File: src/rtl/thrdet_pkg.sv
// Shared constants and helpers for the channel threshold detector.
// THRDET_BIPOLAR_EN (optional) enables positive-crossing detection in the top level.
package thrdet_pkg;

  localparam int   TIMESTAMP_W = 32;
  localparam logic POL_NEG     = 1'b0;
  localparam logic POL_POS     = 1'b1;

  // Negation that cannot overflow: the most negative value maps to the most positive.
  function automatic logic signed [15:0] sat_neg(input logic signed [15:0] v);
    if (v == 16'sh8000) begin
      return 16'sh7fff;
    end
    return -v;
  endfunction

endpackage

File: src/rtl/thrdet_chan_state.sv
// Per-channel detector state: {armed, armed_pos, refr_cnt} for each channel,
// one combinational read port and one write port, both addressed by channel number.
module thrdet_chan_state #(
  parameter int CHANNELS     = 8,
  parameter int CHANNELS_PW2 = 3,
  parameter int REFRACTORY_W = 8
) (
  input  logic                    clk,
  input  logic                    reset,
  input  logic [CHANNELS_PW2-1:0] rd_idx,
  output logic                    rd_armed,
  output logic                    rd_armed_pos,
  output logic [REFRACTORY_W-1:0] rd_refr,
  input  logic                    wr_en,
  input  logic [CHANNELS_PW2-1:0] wr_idx,
  input  logic                    wr_armed,
  input  logic                    wr_armed_pos,
  input  logic [REFRACTORY_W-1:0] wr_refr
);

  logic                    armed_q     [CHANNELS];
  logic                    armed_d     [CHANNELS];
  logic                    armed_pos_q [CHANNELS];
  logic                    armed_pos_d [CHANNELS];
  logic [REFRACTORY_W-1:0] refr_q      [CHANNELS];
  logic [REFRACTORY_W-1:0] refr_d      [CHANNELS];
  logic [31:0]             rd_idx_ext;
  logic [31:0]             wr_idx_ext;

  // Indices beyond CHANNELS-1 read as all-zero and never write.
  always_comb begin
    rd_idx_ext   = 32'(rd_idx);
    wr_idx_ext   = 32'(wr_idx);
    rd_armed     = 1'b0;
    rd_armed_pos = 1'b0;
    rd_refr      = '0;
    for (int i = 0; i < CHANNELS; i++) begin
      armed_d[i]     = armed_q[i];
      armed_pos_d[i] = armed_pos_q[i];
      refr_d[i]      = refr_q[i];
      if (rd_idx_ext == 32'(i)) begin
        rd_armed     = armed_q[i];
        rd_armed_pos = armed_pos_q[i];
        rd_refr      = refr_q[i];
      end
      if (wr_en && (wr_idx_ext == 32'(i))) begin
        armed_d[i]     = wr_armed;
        armed_pos_d[i] = wr_armed_pos;
        refr_d[i]      = wr_refr;
      end
    end
  end

  always_ff @(posedge clk) begin
    for (int i = 0; i < CHANNELS; i++) begin
      if (reset) begin
        armed_q[i]     <= 1'b0;
        armed_pos_q[i] <= 1'b0;
        refr_q[i]      <= '0;
      end else begin
        armed_q[i]     <= armed_d[i];
        armed_pos_q[i] <= armed_pos_d[i];
        refr_q[i]      <= refr_d[i];
      end
    end
  end

endmodule

File: src/rtl/chan_threshold_detector.sv
// Threshold-crossing event detector on a time-multiplexed channel stream, with
// per-channel refractory suppression. Define THRDET_BIPOLAR_EN for positive crossings.
module chan_threshold_detector
  import thrdet_pkg::*;
#(
  parameter int CHANNELS     = 8,
  parameter int CHANNELS_PW2 = 3,
  parameter int REFRACTORY_W = 8
) (
  input  logic                    clk,
  input  logic                    reset,
  input  logic [15:0]             chan_in_sample,
  input  logic [CHANNELS_PW2-1:0] chan_in_num,
  input  logic                    chan_in_valid,
  output logic                    chan_in_read,
  input  logic [15:0]             threshold,
  input  logic [REFRACTORY_W-1:0] refractory,
  output logic [CHANNELS_PW2-1:0] event_chan,
  output logic [TIMESTAMP_W-1:0]  event_time,
  output logic [15:0]             event_sample,
  output logic                    event_polarity,
  output logic                    event_valid,
  input  logic                    event_read
);

  // Handshake: a word transfers when chan_in_valid && chan_in_read; an event is
  // taken when event_valid && event_read. Input stalls only while an untaken event is held.

  logic                    st_armed, st_armed_pos;
  logic [REFRACTORY_W-1:0] st_refr;
  logic                    nx_armed, nx_armed_pos;
  logic [REFRACTORY_W-1:0] nx_refr;
  logic                    xfer, in_range, wr_en, refr_idle;
  logic                    neg_trig, pos_trig, trig;
  logic [31:0]             num_ext;
  logic signed [15:0]      smp, thr;
`ifdef THRDET_BIPOLAR_EN
  logic signed [15:0]      pos_lvl;
`endif

  logic                    event_valid_q, event_valid_d;
  logic [CHANNELS_PW2-1:0] event_chan_q, event_chan_d;
  logic [TIMESTAMP_W-1:0]  event_time_q, event_time_d;
  logic [15:0]             event_sample_q, event_sample_d;
  logic                    event_polarity_q, event_polarity_d;
  logic [TIMESTAMP_W-1:0]  frame_cnt_q, frame_cnt_d;

  thrdet_chan_state #(
    .CHANNELS     (CHANNELS),
    .CHANNELS_PW2 (CHANNELS_PW2),
    .REFRACTORY_W (REFRACTORY_W)
  ) u_state (
    .clk          (clk),
    .reset        (reset),
    .rd_idx       (chan_in_num),
    .rd_armed     (st_armed),
    .rd_armed_pos (st_armed_pos),
    .rd_refr      (st_refr),
    .wr_en        (wr_en),
    .wr_idx       (chan_in_num),
    .wr_armed     (nx_armed),
    .wr_armed_pos (nx_armed_pos),
    .wr_refr      (nx_refr)
  );

  always_comb begin
    chan_in_read = !event_valid_q || event_read;
    xfer         = chan_in_valid && chan_in_read;
    num_ext      = 32'(chan_in_num);
    in_range     = num_ext < 32'(CHANNELS);
    wr_en        = xfer && in_range;
    smp          = chan_in_sample;
    thr          = threshold;
    refr_idle    = (st_refr == '0);

    neg_trig = st_armed && refr_idle && (smp <= thr);
`ifdef THRDET_BIPOLAR_EN
    pos_lvl      = sat_neg(thr);
    pos_trig     = !neg_trig && st_armed_pos && refr_idle && (smp >= pos_lvl);
    nx_armed_pos = (smp < pos_lvl);
`else
    // Positive detection compiled out: armed_pos keeps its reset value.
    pos_trig     = 1'b0;
    nx_armed_pos = st_armed_pos;
`endif
    trig     = neg_trig || pos_trig;
    nx_armed = (smp > thr);

    if (trig) begin
      nx_refr = refractory;
    end else if (!refr_idle) begin
      nx_refr = st_refr - REFRACTORY_W'(1);
    end else begin
      nx_refr = st_refr;
    end

    event_valid_d    = event_valid_q;
    event_chan_d     = event_chan_q;
    event_time_d     = event_time_q;
    event_sample_d   = event_sample_q;
    event_polarity_d = event_polarity_q;
    // A new event replaces one being taken this cycle, so nothing is dropped.
    if (wr_en && trig) begin
      event_valid_d    = 1'b1;
      event_chan_d     = chan_in_num;
      event_time_d     = frame_cnt_q;
      event_sample_d   = chan_in_sample;
      event_polarity_d = neg_trig ? POL_NEG : POL_POS;
    end else if (event_read) begin
      event_valid_d    = 1'b0;
    end

    frame_cnt_d = frame_cnt_q;
    if (wr_en && (num_ext == 32'(CHANNELS - 1))) begin
      frame_cnt_d = frame_cnt_q + 32'd1;
    end
  end

  always_ff @(posedge clk) begin
    if (reset) begin
      event_valid_q    <= 1'b0;
      event_chan_q     <= '0;
      event_time_q     <= '0;
      event_sample_q   <= '0;
      event_polarity_q <= 1'b0;
      frame_cnt_q      <= '0;
    end else begin
      event_valid_q    <= event_valid_d;
      event_chan_q     <= event_chan_d;
      event_time_q     <= event_time_d;
      event_sample_q   <= event_sample_d;
      event_polarity_q <= event_polarity_d;
      frame_cnt_q      <= frame_cnt_d;
    end
  end

  assign event_valid    = event_valid_q;
  assign event_chan     = event_chan_q;
  assign event_time     = event_time_q;
  assign event_sample   = event_sample_q;
  assign event_polarity = event_polarity_q;

endmodule

File: config.mk
export PLATFORM = sky130hd
export DESIGN_NAME = chan_threshold_detector
export DESIGN_NICKNAME = d
export VERILOG_FILES = /design/src/rtl/thrdet_pkg.sv /design/src/rtl/thrdet_chan_state.sv /design/src/rtl/chan_threshold_detector.sv
export SDC_FILE = /design/constraint.sdc
export NUM_CORES = 1
export LEC_CHECK = 0
export CAP_MARGIN = 20
export CORE_UTILIZATION = 59
export CTS_CLUSTER_DIAMETER = 100
export DETAILED_ROUTE_END_ITERATION = 12
export GPL_TIMING_DRIVEN = 0
export HOLD_SLACK_MARGIN = 0.1
export PLACE_DENSITY = 0.85
export SLEW_MARGIN = 5
export SYNTH_ARGS = -nofsm -noshare
export SYNTH_HDL_FRONTEND = slang
export SYNTH_SLANG_ARGS = --single-unit
export TNS_END_PERCENT = 10
File: constraint.sdc
create_clock -name clk -period 9.1 [get_ports clk]
set_input_delay 1.82 -clock clk [delete_from_list [all_inputs] [get_ports clk]]
set_output_delay 1.82 -clock clk [all_outputs]
set_load 0.01 [all_outputs]
Word-level counts from Yosys, hierarchy flattened
Memories as Yosys holds them, arrays and structs flattened. Cells that the tools add are included.

Memory bits (writable): 72. Output and inout port bits: 54. Bits of input ports: 47. Memories: 2. Register bits: 85. Logic and storage cells: 108.

Memories: u_state.refr_q (depth 8, width 8, rd ports 8, clocked after Yosys merged registers in 0, wr ports 8, line thrdet_chan_state.sv:25) `logic [REFRACTORY_W-1:0] refr_q [CHANNELS];`; u_state.armed_q (depth 8, width 1, rd ports 8, clocked after Yosys merged registers in 0, wr ports 8, line thrdet_chan_state.sv:21) `logic armed_q [CHANNELS];`.

Equality and inequality tests: 7. Reduce and logical (&&, ||, !) cells: 17. Add/sub/neg operators: 2. Order comparisons: 2. Mux-type cells: 56. Bitwise logic cells: 16.

Operators with widths (count): $mux W8 (26); $add A32 B1 Y32 const B (1); $mux W1 (30); $gt A16 B16 Y1 (1); $le A16 B16 Y1 (1); $or A1 B1 Y1 (16); $eq A3 B3 Y1 const B (4); $logic_and A1 B1 Y1 (12); $logic_not A8 Y1 (1); $sub A8 B1 Y8 const B (1); $eq A3 B2 Y1 const B (2); $eq A3 B1 Y1 const B (1); $logic_not A3 Y1 (1); $reduce_bool A2 Y1 (1); $logic_not A1 Y1 (1); $logic_or A1 B1 Y1 (1).

Longest topological paths before layout
Depth in word-level cells: 15. Gate-level depth with buffers: 14. Mapped depth without buffers: 9.

Hierarchy
From an unflattened synthesis, not the netlist that was laid out.

Cell total of the unflattened synthesis: 1001. Area total of the unflattened synthesis: 8147.8 um2.

Modules (own cells, without submodules): chan_threshold_detector (sequential area each 1701.6 um2, area each 4394.2 um2, times used 1, cells an instance 524); thrdet_chan_state (sequential area each 1601.5 um2, area each 3753.6 um2, times used 1, cells an instance 477).

Worst setup path after synthesis
OpenSTA, ideal clock, no wires.

Kind: input -> register. Start: input port chan_in_num[2]. End: memory u_state.refr_q[4][5] (netlist: u_state.refr_q[1][5]). Path buffers: 5. Setup time: 0.134 ns. Setup slack: 4.591 ns. Data required time: 8.966 ns. Data arrival time: 4.375 ns. Cell stages on the path: 13. Cell sequence: buf_2 -> buf_2 -> buf_1 -> nor2b_1 -> o211ai_1 -> a32o_1 -> ha_1 -> nand2_1 -> or3_1 -> buf_6 -> buf_6 -> o211ai_4 -> o22ai_1.

RTL lines: from (decl) (line chan_threshold_detector.sv:13) `input logic [CHANNELS_PW2-1:0] chan_in_num,`; to (decl) (line thrdet_chan_state.sv:25).

==> results.py <==
metrics = {
    "die": {
        "die_w_um": 115,
        "initial_core_util_pct": 61.3,
        "die_h_um": 115,
        "rows": 40,
        "die_area_um2": 13100,
        "io_pins": 101,
        "core_um2": 12200,
    },
    "setup_path": {
        "cp_max_fo": 10,
        "critPathRequiredTime_ns": 9.38,
        "path_cells": "clkdlybuf4s50_1 -> buf_6 -> buf_12 -> mux4_2 -> mux2i_2 -> ha_1 -> nand2_1 -> nor3_4 -> mux2i_1 -> o211ai_1",
        "r2r_start": "u_state.refr_q[0][24]",
        "cp-end-kind": "register",
        "startpoint_type": "primary input",
        "cp.arrival_ns": 5.80,
        "critPathKind": "primary input to register",
        "crit_start": "chan_in_num[0]",
        "slowest_delay_ns": 0.75,
        "path_delay_family": "multiplexers",
        "cpMaxStageDelayCell": "mux2i_1",
        "timing.critical_path.buf_inv": 3,
    },
    "yosys": {
        "yosysUniqueCellTypes": 64,
        "post-synth-top-count-cell": "dfxtp_1",
        "synth_top_area_share_pct": 42.0,
        "syn_nets": 927,
        "synth_cells": 861,
        "ys_seq_area_share_pct": 42.0,
        "ys_ff_latch": 157,
        "post_synth.cell_area_avg_um2": 8.69,
        "synth.area.top_cells": "dfxtp_1 42%, nand3_1 7.0%, o21ai_1 6.0%",
        "syn_area_um2": 7490,
        "synth_ff_type": "dfxtp_1",
        "netlist_top_cells_count": "157 x dfxtp_1, 104 x nand3_1, 89 x o21ai_1",
        "synth_area_leader_cell": "dfxtp_1",
        "async_flop_share_pct": 0,
        "synth_edf_count": 0,
        "synth_warnings": 0,
    },
    "pwr": {
        "p_int_mw": 1.18,
        "power_mw": 1.61,
        "switchingPower_mw": 0.432,
        "swShare_pct": 26.8,
        "ir_drop_mv": 0.151,
        "power_frac_clock_pct": 43.7,
        "powerDensity_nw_per_um2": 174,
        "leakage_nw": 3.28,
        "pwr-share-seq_pct": 43.5,
        "combPwrFrac_pct": 12.7,
    },
    "layout": {
        "nFillCells": 910,
        "drive_above_1_share_pct": 7.68,
        "area_growth_pct": 23.7,
        "utilization_pct": 75.8,
        "final_nets": 1044,
        "antennaDiodeCount": 0,
    },
    "detailed_routing": {
        "drt-total-wl_um": 21000,
        "antenna_left": 0,
        "vias": 7225,
        "route.detailed.drc": 0,
        "wl_per_cell_um": 18.1,
        "first_pass_iters": 7,
        "vias_per_cell": 6.24,
        "drt_iter0_markers": 1004,
    },
    "place": {
        "dpl.hpwl_um": 14800,
        "port_buffers": 98,
        "place_ws_ns": 3.25,
        "gp_congestion": 0.932,
    },
    "clocking": {
        "h-tree-depth": 4,
        "cts_buffers": 17,
        "post_cts.repair.setup_buffers": 0,
        "worstSkewPairLatency_ns": 0.43,
        "cts_resized": 0,
        "clockRootBuffer": "clkbuf_16",
        "tritoncts": "yes",
        "cts.hold.buffers_added": 0,
        "clock_path_buffers": 2,
        "cts.sinks": 157,
        "clk_pin_slew_ns": 0.06,
    },
    "sta": {
        "rsz0062_at_grt": "false",
        "tightest_slew_ns": 0.923,
        "hold_violations": 0,
        "finalCriticalPeriod_ns": 5.52,
        "tns_ns": 0,
        "timing.fmax_mhz": 181,
        "slew_headroom_pct": 38.4,
        "finalMaxSlewViolations": 0,
        "finalHoldWorstSlack_ns": 0.456,
        "skew_ns": 0.00860,
        "worst_slack_ns": 3.58,
        "period_share_pct": 60.7,
        "setup_viol": 0,
    },
    "min_path": {
        "hold_start": "u_state.armed_q[0]",
        "hold_path_class": "register to register",
    },
    "global_routing": {
        "first_global_vias": 6714,
        "grt_antenna_before_repair": 0,
        "grt_max_degree": 17,
        "grt_pass1_wl_um": 33400,
        "grt_usage_pct": 33.0,
        "grt.overflow.total": 0,
    },
    "job": {
        "maxCapViolCount": 0,
    },
    "status": {
        "status": "finished clean",
    },
}
## routing by layer
layer | part of all wire [%] | vias to the layer above | track usage [%]
li1 | - | 3364 | -
met4 | 3.7 | 0 | 18.4
met3 | 9.9 | 75 | 7.62
met5 | 0 | - | 0
met2 | 45 | 412 | 52.6
met1 | 41 | 3374 | 41.2
## worst register-to-register path, delay by kind of cell (launching register included)
kind | cells | cell delay (ns)
simple gates | 2 | 0.67
fa+ha+maj | 1 | 0.32
compound gates | 1 | 0.21
flops | 1 | 0.33
mux | 3 | 1.72
## per-stage QoR
stage | cells | instance area [um^2]
CTS | 1158 | 9260
global route | 1158 | 9260
detailed placement | 1127 | 8680
floorplan | 861 | 7490
global placement | 1127 | 8680
finish | 1158 | 9260
## area by class of cell
cell class | instances | area [um^2] | area share [%]
well taps | 168 | 210 | 2.27
multi-input cells | 619 | 3960 | 42.8
plain buffers | 59 | 288 | 3.11
clock buffers | 18 | 439 | 4.74
clock inverters | 13 | 140 | 1.51
flip-flops and latches | 157 | 3140 | 34.0
inverters | 26 | 97.6 | 1.05
repair buffers | 98 | 981 | 10.6
## registers in the layout, summed over array words and instances, names as in the netlist
register / count
frame_cnt_q: 32
event_valid: 1
event_time: 32
event_chan: 3
u_state.armed_q: 8
event_polarity: 1
u_state.refr_q: 64
event_sample: 16
## path summary, 6_finish.rpt
path                      endpoint  cells past startpoint  slack, ns
max reg2reg  u_state.refr_q[1][24]                      7       5.70
max          u_state.refr_q[1][24]                     10       3.58
min             u_state.armed_q[0]                      2       0.46
min reg2reg     u_state.armed_q[0]                      2       0.46
## cells by family (layout without fill, tap and decap cells)
| kind of cell | count (synthesis) | after routing | synth area share [%] |
|---|---|---|---|
| DFF | 157 | 157 | 42.0 |
| adders and majority gates | 19 | 19 | 3.18 |
| xor gates and xnor gates | 31 | 31 | 3.63 |
| and+or+nand+nor | 299 | 299 | 20.5 |
| muxes | 29 | 29 | 6.87 |
| buffers and inverters | 85 | 214 | 5.15 |
| AOI/OAI and AO/OA | 241 | 241 | 18.7 |
## cell usage in the layout, fill, tap and decap left out, types with 3 or more instances in the layout
cell type          n
clkbuf_1          41
nand3_1          104
mux2i_1           10
nand3b_1           3
or3_1              7
dfxtp_1          157
a21o_1             3
clkdlybuf4s50_1   98
buf_2              4
o22ai_1           10
and4_1             5
o31ai_1            3
clkinv_2           4
o21ai_1           89
nand2b_1           5
clkbuf_16         17
clkinvlp_4         3
a32o_1             9
o211ai_1          11
nand4_1            7
and3_1            16
xor2_1            20
nor2b_1            4
mux2i_4            4
nor2_1            51
buf_1              7
nor3_1             9
mux4_2            12
inv_1             24
o21ai_0           12
a211oi_1           8
and2_1             5
nand2_1           65
buf_6              6
xnor2_1           11
a21oi_1           82
ha_1              19
## power groups by stage
stage | clock network [mW] | registers, mW | logic, mW
3_3_place_gp | 0 | 0.716 | 0.198
4_1_cts | 0.702 | 0.701 | 0.201
5_1_grt | 0.731 | 0.702 | 0.220
2_1_floorplan | 0 | 0.715 | 0.133
6_report | 0.704 | 0.701 | 0.205
3_5_place_dp | 0 | 0.716 | 0.200
No activity file was read; power rests on OpenSTA's default activity.
==> patch, RTL diff (config.mk and constraints unchanged) <==
Make the reset (`reset`) asynchronous in one clocked block.
--- a/src/rtl/chan_threshold_detector.sv
+++ b/src/rtl/chan_threshold_detector.sv
@@ -117,5 +117,5 @@
   end
 
-  always_ff @(posedge clk) begin
+  always_ff @(posedge clk or posedge reset) begin
     if (reset) begin
       event_valid_q    <= 1'b0;
Formal check against the unedited RTL: differs if reset is asserted again (counterexample within 4 cycles, from zero or initial values and one cycle with reset high); with reset held inactive, the same outputs for 4 cycles.
==> patch against the unedited design <==
  * Routed wire length decreased by 6.2%
  * Final area decreased by 0.74%
  * Register-to-register slack improved by 50 ps
  * Die area decreased by 1.2%
  * Worst setup slack got worse by 180 ps
  * Power increased by 1.4%
  * Synthesized area decreased by 1.3%
  * Sequential cell count unchanged
  * Critical path type unchanged
  * Largest power group is now sequential cells
  * Highest routed layer unchanged
==> patch: results (changes against the unedited design) <==
- Status: completed (unchanged)
- P_sw: 0.441 mW (was 0.432 mW)
- HP Start: u_state.armed_q[1][3] (was u_state.armed_q[0])
- GP Congestion: 0.937 (was 0.932)
- Min Hold Slack: 472 ps (was 456 ps)
- Crit Reg-Reg Endpoint: event_time[26] (was u_state.refr_q[1][24])
- Synth area leaders: dfrtp_1 (29%), dfxtp_1 (19%), mux2_2 (7.8%) (was dfxtp_1 (42%), nand3_1 (7.0%), o21ai_1 (6.0%))
- First-pass GRT wire length: 31500 um (was 33400 um)
- Post-DP HPWL: 13600 um (was 14800 um)
- Nets: 892 (was 1044)
- Tot GR Track Use: 31.8% (was 33.0%)
- Reg2Reg Setup Slack: 5750 ps (was 5700 ps)
- Register area share after synthesis: 48.3% (was 42.0%)
- Post-Place Worst Slack: 3080 ps (was 3250 ps)
- Routed via count: 6184 (was 7225)
- Vias per inst: 6.14 (was 6.24)
- Skew final: 9.55 ps (was 8.60 ps)
- DP Cell Count: 975 (was 1127)
- CP max-delay cell: o32ai_1 (was mux2i_1)
- Layout cells sized above 1: 14.3% (was 7.68%)
- Post-Syn Nets: 774 (was 927)
- Depth of the most critical reg-to-reg path: 9 (was 7)
- # setup viols final: 0 (unchanged)
- Top post-synthesis cells by count: dfrtp_1 (85), nand2_1 (79), dfxtp_1 (72) (was dfxtp_1 (157), nand3_1 (104), o21ai_1 (89))
- Worst vdd ir: 123 uV (was 151 uV)
- Placed cell areas: 8610 um2 (was 8680 um2)
- DR WL/cell: 19.6 um (was 18.1 um)
- Slew HR: 28.8% (was 38.4%)
- Drt pass-1 iters: 5 (was 7)
- Worst Hold Depth: 2 (unchanged)
- Cells after synthesis: 708 (was 861)
- WHS Endpoint: u_state.armed_q[1][3] (was u_state.armed_q[0])
- Pleak: 3.83 nW (was 3.28 nW)
- Post-synth ARST share: 54.1% (was 0%)
- Count leader, synth: dfrtp_1 (was dfxtp_1)
- Worst r2r src: u_state.refr_q[1][24] (was u_state.refr_q[0][24])
- Largest net degree at the start of global routing: 49 (was 17)
## patch: cell types whose count changed after synthesis, sizes merged, moves of 25 or more
cell and change:
dfxtp -85, a21oi -51, mux2 +57, nand3 -88
dfrtp +85, o32ai +25, o21ai -79
## patch: power groups by stage
stage	registers (mW)	logic [mW]	clock network, mW
floorplan	0.753	0.119	0
global placement	0.754	0.192	0
detailed placement	0.756	0.200	0
CTS	0.742	0.202	0.691
global route	0.746	0.221	0.722
finish	0.743	0.204	0.687
## patch: how the worst max path moves through the flow
| stage | from | slack [ps] | end |
|---|---|---|---|
| final | chan_in_num[0] | 3400 | event_time[26] |
| after global routing | chan_in_num[0] | 3300 | event_time[26] |
| after CTS | chan_in_num[0] | 3530 | event_time[26] |
| after detailed placement | chan_in_num[0] | 3080 | event_time[26] |
| after global placement | reset | 2000 | frame_cnt_q[27] |
| after floorplan | reset | 3400 | event_chan[0] |
## patch: logic make-up after synthesis
kind of cell    synth area share, %
fa+ha+maj                      3.22
buf+inv                        4.21
xor+xnor                       4.15
flops                          48.3
mux                            13.9
simple gates                   13.7
compound gates                 12.6
## patch: cell type report
class	instances	area, um2
inverter	25	93.8
sequential	157	3570
tap	168	210
clock buffer	20	479
buffer	40	221
clock inverter	12	98.8
multi-input combinational	486	3510
timing repair buffer	99	1000
fill	836	2920
## patch: layer usage
layer	share of wire, %	global-route usage, %	wire length [um]
met1	40	39.7	7970
met2	46	50.5	9060
met3	9.0	7.55	1770
met4	4.6	18.4	910
met5	0	0	0
## patch: worst max-delay path: cells and delay by family
family	cells	cell delay, ps
multiplexers	1	350
adder cells (fa/ha/maj)	1	330
AND/OR/NAND/NOR	3	1010
AO/OA/AOI/OAI	2	850
buffers and inverters	6	1650
